[src/rtl/seg7_scan_driver.sv]
// rtl/seg7_scan_driver.sv - multiplexed 7-segment scan driver with double-buffered image
//
// Purpose: time-multiplexes NDIG digits onto one shared 7-segment bus. Digits advance on
//   scan_tick, separated by BLANK_CYC cycles with every anode off. A shadow buffer is filled
//   by valid/ready and committed to the display image only at a frame boundary. Optional
//   leading-zero suppression.
// Ports:
//   clk, rst         clock; asynchronous active-high reset
//   scan_tick        1-cycle strobe, advance to the next digit
//   load_valid/ready handshake for load_data/load_dp into the shadow buffer
//   load_data        nibble i = hex code for digit i (digit 0 = rightmost)
//   load_dp          decimal point per digit
//   lz_en            leading-zero suppression enable
//   an, seg, dp      registered display outputs (polarity set by parameters)
//   digit_idx        index of the current/next digit
module seg7_scan_driver #(
  parameter int NDIG           = 4,
  parameter int BLANK_CYC      = 16,
  parameter int ACTIVE_LOW_SEG = 1,
  parameter int ACTIVE_LOW_AN  = 1
) (
  input  logic                    clk,
  input  logic                    rst,
  input  logic                    scan_tick,
  input  logic                    load_valid,
  output logic                    load_ready,
  input  logic [4*NDIG-1:0]       load_data,
  input  logic [NDIG-1:0]         load_dp,
  input  logic                    lz_en,
  output logic [NDIG-1:0]         an,
  output logic [6:0]              seg,
  output logic                    dp,
  output logic [$clog2(NDIG)-1:0] digit_idx
);

  localparam int IW = $clog2(NDIG);
  localparam int CW = (BLANK_CYC > 1) ? $clog2(BLANK_CYC) : 1;
  localparam logic [IW-1:0] LAST_IDX = IW'(NDIG - 1);
  localparam logic [6:0] SEG_OFF = (ACTIVE_LOW_SEG != 0) ? 7'h7F : 7'h00;
  localparam logic [NDIG-1:0] AN_OFF = (ACTIVE_LOW_AN != 0) ? {NDIG{1'b1}} : {NDIG{1'b0}};
  localparam logic DP_OFF = (ACTIVE_LOW_SEG != 0);

  typedef enum logic [1:0] {IDLE, SHOW, BLANK} state_t;

  state_t            state_q, state_d;
  logic [IW-1:0]     idx_q, idx_d;
  logic [CW-1:0]     cnt_q, cnt_d;
  logic [4*NDIG-1:0] img_q, img_d, shd_q, shd_d;
  logic [NDIG-1:0]   imgdp_q, imgdp_d, shddp_q, shddp_d;
  logic              ready_q, ready_d;
  logic [NDIG-1:0]   an_q, an_d;
  logic [6:0]        seg_q, seg_d;
  logic              dp_q, dp_d;

  logic              advance, boundary, zero_run;
  logic [NDIG-1:0]   blank_mask, onehot;
  logic [3:0]        code;
  logic [6:0]        pat;

  // Active-high {g,f,e,d,c,b,a} patterns for hex codes
  function automatic logic [6:0] decode(input logic [3:0] c);
    case (c)
      4'h0: decode = 7'h3F;  4'h1: decode = 7'h06;  4'h2: decode = 7'h5B;  4'h3: decode = 7'h4F;
      4'h4: decode = 7'h66;  4'h5: decode = 7'h6D;  4'h6: decode = 7'h7D;  4'h7: decode = 7'h07;
      4'h8: decode = 7'h7F;  4'h9: decode = 7'h6F;  4'hA: decode = 7'h77;  4'hB: decode = 7'h7C;
      4'hC: decode = 7'h39;  4'hD: decode = 7'h5E;  4'hE: decode = 7'h79;  default: decode = 7'h71;
    endcase
  endfunction

  always_comb begin
    state_d    = state_q;
    idx_d      = idx_q;
    cnt_d      = cnt_q;
    img_d      = img_q;
    imgdp_d    = imgdp_q;
    shd_d      = shd_q;
    shddp_d    = shddp_q;
    ready_d    = ready_q;
    advance    = 1'b0;
    boundary   = 1'b0;
    zero_run   = 1'b1;
    blank_mask = '0;
    onehot     = '0;
    code       = 4'h0;
    pat        = 7'h00;
    an_d       = AN_OFF;
    seg_d      = SEG_OFF;
    dp_d       = DP_OFF;

    case (state_q)
      IDLE: begin
        if (scan_tick) begin
          state_d  = SHOW;
          idx_d    = '0;
          boundary = 1'b1;
        end
      end
      SHOW: begin
        if (scan_tick) begin
          if (BLANK_CYC == 0) begin
            advance = 1'b1;
          end else begin
            state_d = BLANK;
            cnt_d   = '0;
          end
        end
      end
      BLANK: begin
        // Further scan_ticks are dropped here; only the dead-time counter matters
        if (32'(cnt_q) == BLANK_CYC - 1) begin
          advance = 1'b1;
        end else begin
          cnt_d = cnt_q + CW'(1);
        end
      end
      default: state_d = IDLE;
    endcase

    if (advance) begin
      state_d = SHOW;
      if (idx_q == LAST_IDX) begin
        idx_d    = '0;
        boundary = 1'b1;
      end else begin
        idx_d = idx_q + IW'(1);
      end
    end

    // Commit uses the shadow state from before this cycle, so an accept landing on the
    // boundary itself waits for the next frame. Commit and accept are mutually exclusive
    // because accept requires an empty shadow.
    if (boundary && !ready_q) begin
      img_d   = shd_q;
      imgdp_d = shddp_q;
      ready_d = 1'b1;
    end
    if (load_valid && ready_q) begin
      shd_d   = load_data;
      shddp_d = load_dp;
      ready_d = 1'b0;
    end

    // Leading zeros: a digit is blanked if it and every digit above it are zero
    for (int j = NDIG - 1; j >= 1; j--) begin
      zero_run      = zero_run && (img_d[4*j +: 4] == 4'h0);
      blank_mask[j] = zero_run;
    end

    // Outputs are built from next-state values so the registered pins line up with state
    if (state_d == SHOW) begin
      code          = img_d[{idx_d, 2'b00} +: 4];
      pat           = (lz_en && blank_mask[idx_d]) ? 7'h00 : decode(code);
      onehot[idx_d] = 1'b1;
      seg_d         = (ACTIVE_LOW_SEG != 0) ? ~pat : pat;
      an_d          = (ACTIVE_LOW_AN != 0) ? ~onehot : onehot;
      dp_d          = (ACTIVE_LOW_SEG != 0) ? ~imgdp_d[idx_d] : imgdp_d[idx_d];
    end
  end

  always_ff @(posedge clk or posedge rst) begin
    if (rst) begin
      state_q <= IDLE;
      idx_q   <= '0;
      cnt_q   <= '0;
      img_q   <= '0;
      imgdp_q <= '0;
      shd_q   <= '0;
      shddp_q <= '0;
      ready_q <= 1'b1;
      an_q    <= AN_OFF;
      seg_q   <= SEG_OFF;
      dp_q    <= DP_OFF;
    end else begin
      state_q <= state_d;
      idx_q   <= idx_d;
      cnt_q   <= cnt_d;
      img_q   <= img_d;
      imgdp_q <= imgdp_d;
      shd_q   <= shd_d;
      shddp_q <= shddp_d;
      ready_q <= ready_d;
      an_q    <= an_d;
      seg_q   <= seg_d;
      dp_q    <= dp_d;
    end
  end

  assign load_ready = ready_q;
  assign an         = an_q;
  assign seg        = seg_q;
  assign dp         = dp_q;
  assign digit_idx  = idx_q;

endmodule

[config.mk]
export PLATFORM = sky130hd
export DESIGN_NAME = seg7_scan_driver
export DESIGN_NICKNAME = d
export VERILOG_FILES = /design/src/rtl/seg7_scan_driver.sv
export SDC_FILE = /design/constraint.sdc
export NUM_CORES = 1
export LEC_CHECK = 0
export BUFFER_PORTS_ARGS = -buffer_cell sky130_fd_sc_hd__buf_2
export CAP_MARGIN = 0
export CORE_ASPECT_RATIO = 0.6
export CORE_MARGIN = 2
export CORE_UTILIZATION = 38
export CTS_BUF_LIST = sky130_fd_sc_hd__clkbuf_2
export CTS_CLUSTER_DIAMETER = 120
export CTS_CLUSTER_SIZE = 30
export DETAILED_ROUTE_END_ITERATION = 12
export PLACE_DENSITY_LB_ADDON = 0.08
export SYNTH_ARGS = -nofsm -noshare
export SYNTH_HDL_FRONTEND = slang
export SYNTH_SLANG_ARGS = --single-unit
[constraint.sdc]
create_clock -name clk -period 3.3 [get_ports clk]
set_input_delay 0.495 -clock clk [delete_from_list [all_inputs] [get_ports clk]]
set_output_delay 0.495 -clock clk [all_outputs]
set_load 0.01 [all_outputs]
==> out/metrics.cfg <==
[logic_synthesis]
synth_cell_type_count=50
synth_warnings=0
synthArstFlopShare_pct=100
synth-seq-area-share_pct=50.6
synth-seq-cells=61
ys.flop_type=dfrtp_1
syn_area_per_cell_um2=12.0
syn_nets=287
synth_cells=254
synth-edff-count=0
synth_area_um2=3050

[pwr]
power_w=0.00379
leakagePower_nw=1.65
power_density_nw_per_um2=1050
ir_drop_v=0.000389

[clocking]
clk_latency_ns=0.53
htreeDepth=3
clock-sinks=61
clock_path_buffers=2
path_clk_slew_ns=0.17
cts_inserted_buffers=9
cts_root_buf=clkbuf_2
cts_tree=built
ctsHoldBuffers=0

[critical_path]
cp.arrival_ns=3.57
worst-endpoint-required_ns=3.74
critPathSlowestCell=dfrtp_1
critPathLaunchType=flip-flop
path_cells=ha_2 > and3_1 > nand3_2 > a211o_4 > mux2_2 > mux2_2 > mux2_4 > inv_1 > ha_4 > nor2_1 > a22o_1 > o31ai_2
crit_path_max_incr_delay_ns=0.42
crit_path_max_fanout=6
worst-path-buf-inv=1
crit_path_frequent_cell=mux2_2
end_kind=flip-flop
cp_top_family=multiplexers
worstSetupPathType=reg -> reg

[placement]
place_hpwl_mm=5.10
placed_cell_area_um2=3450
gp_congestion=0.839
port-buffer-count=39

[drt]
dr.pass1.iters=4
ant_nets=0
drcViolationCount=0
drt-vias-per-instance=5.07
dr.first_iter.drc_count=94
vias=2144
post_drt_wl_per_cell_um=16.5
wl_mm=6.97

[floorplan]
die_area_um2=8780
die-width_um=120
pin_count=40
core_area_um2=7820
rows=25
die_y_um=73.4
initial_utilization_pct=39.0

[cells_and_area]
drive_gt1_share_pct=44.1
nFillCells=753
nets=343
syn_to_final_growth_pct=18.0
diodes=0
final_area_um2=3600

[timing]
fin_crit_ns=3.13
max_slew.worst_pin.slew_ns=0.974
setup-violations-final=0
relSlewSlack_pct=34.9
fin_crit_sh_pct=94.9
clock_skew_ns=0.0202
slew_viol_final=0
timing_hold_violations_final=0
fmax_mhz=319
rsz0062_at_grt=no
fin_setup_tns_ns=0

[grt]
grt_pass1_vias=2086
use_met3_pct=8.15
grt_pass1_wl_mm=11.3
antenna_found_initial=0
grtUsageTotal_pct=17.8
top_usage_layer=met1
grtUsageMet1_pct=26.8
gr-total-overflow=0
grt_max_degree=48
use_met2_pct=22.0

[outcome]
status=finished, final reports clean

[min_path]
hold_path_class=in -> reg

[job]
maxCapViolCount=0

==> worst paths after layout <==
path                                 start    endpoint  slack [ns]  depth (start not counted)
worst min register to register  imgdp_q[1]  imgdp_q[1]        0.51                          2
worst max register to register    cnt_q[0]      seg[0]        0.17                         12
min in group asynchronous              rst    shd_q[3]        0.16                          2
worst min-delay path            load_valid  load_ready        0.12                          2
worst max-delay path              cnt_q[0]      seg[0]        0.17                         12
max in group asynchronous              rst   shd_q[14]        2.36                          3
==> sequential cells by signal, summed over array words and instances (netlist names) <==
register	flops
load_ready	1
seg	7
digit_idx	2
dp	1
imgdp_q	4
shd_q	16
img_q	16
state_q	2
cnt_q	4
shddp_q	4
an	4
==> metrics by stage <==
step                      util [%]  instances  setup WS (ns)  hold slack, ns
after CTS                     45.5        423        0.00118          0.0837
final                         46.0        423          0.168           0.121
after detailed placement      44.2        407         0.0742           0.475
after global routing          46.0        423        0.00398          0.0629
after floorplan                  -        254          0.231           0.451
after global placement        44.2        407          0.186           0.469
==> worst register-to-register path: cells and delay by family (launching register included) <==
| family | cells | cell delay (ns) |
|---|---|---|
| AND/OR/NAND/NOR | 3 | 0.36 |
| AO/OA/AOI/OAI | 3 | 0.86 |
| flip-flops | 1 | 0.42 |
| adder cells (fa/ha/maj) | 2 | 0.40 |
| buffers and inverters | 1 | 0.15 |
| multiplexers | 3 | 0.88 |
==> cell type report <==
| type | instances | area [um^2] | area share, % |
|---|---|---|---|
| multi-input cells | 165 | 1410 | 39.3 |
| clock buffers | 11 | 55.1 | 1.53 |
| repair buffers | 56 | 335 | 9.32 |
| clock inverters | 5 | 51.3 | 1.43 |
| well taps | 108 | 135 | 3.76 |
| flip-flops and latches | 61 | 1540 | 42.9 |
| inverters | 17 | 63.8 | 1.77 |
==> cell usage in the layout (no fill, tap or decap), drive strengths merged, types with 3 or more instances in the layout <==
cell and count:
a31oi 3, dfrtp 48, or2 3, nand2 12, mux2i 22, clkinv 3
a21boi 3, mux2 38, clkbuf 11, ha 8, inv 17, buf 56
nor2 10, and3 3, a21oi 8, dfstp 13, xnor2 3, o21ai 6
nand3 8, nor3 6, o221ai 6
==> kinds of logic after synthesis <==
logic type | Yosys count | share of synthesized area, %
xor+xnor | 3 | 0.862
fa+ha+maj | 8 | 3.28
simple gates | 49 | 7.84
compound gates | 45 | 11.4
flops | 61 | 50.6
mux | 60 | 21.8
buf+inv | 28 | 4.19
==> cells in the mapped netlist (3+ instances only) <==
library cell | instances | area [um^2]
inv_1 | 16 | 60.1
nor2_1 | 10 | 37.5
dfrtp_1 | 48 | 1200
mux2_2 | 37 | 417
ha_1 | 8 | 100
mux2i_1 | 21 | 210
and3_1 | 3 | 18.8
buf_2 | 5 | 25.0
xnor2_1 | 3 | 26.3
o221ai_1 | 6 | 52.6
a21oi_1 | 8 | 40.0
nor3_1 | 6 | 30.0
or2_2 | 3 | 18.8
dfstp_2 | 13 | 342
o21ai_0 | 6 | 30.0
nand3_1 | 7 | 35.0
nand2_1 | 12 | 45.0
==> routing by layer <==
layer | part of all wire, % | wire length, um | vias to the layer above
met2 | 38 | 2650 | 61
met3 | 7.5 | 521 | 10
met4 | 1.2 | 87 | 0
met5 | 0 | 0 | -
li1 | - | - | 1039
met1 | 53 | 3710 | 1034
==> power by group <==
| part | leakage [nW] | switching (W) | total (W) | internal (W) |
|---|---|---|---|---|
| Clock | 0.0694 | 0.000279 | 0.000455 | 0.000176 |
| Combinational | 0.859 | 0.00104 | 0.00198 | 0.000939 |
| Sequential | 0.717 | 0.000232 | 0.00135 | 0.00112 |
==> what timing repair did <==
| item | 4_1_cts | 5_1_grt |
|---|---|---|
| setup endpoints to repair | 0 | 2 |
| resized for setup | 0 | 7 |
| hold endpoints to repair | 0 | 0 |
| setup buffers | 0 | 0 |
No activity file was read; power rests on OpenSTA's default activity.
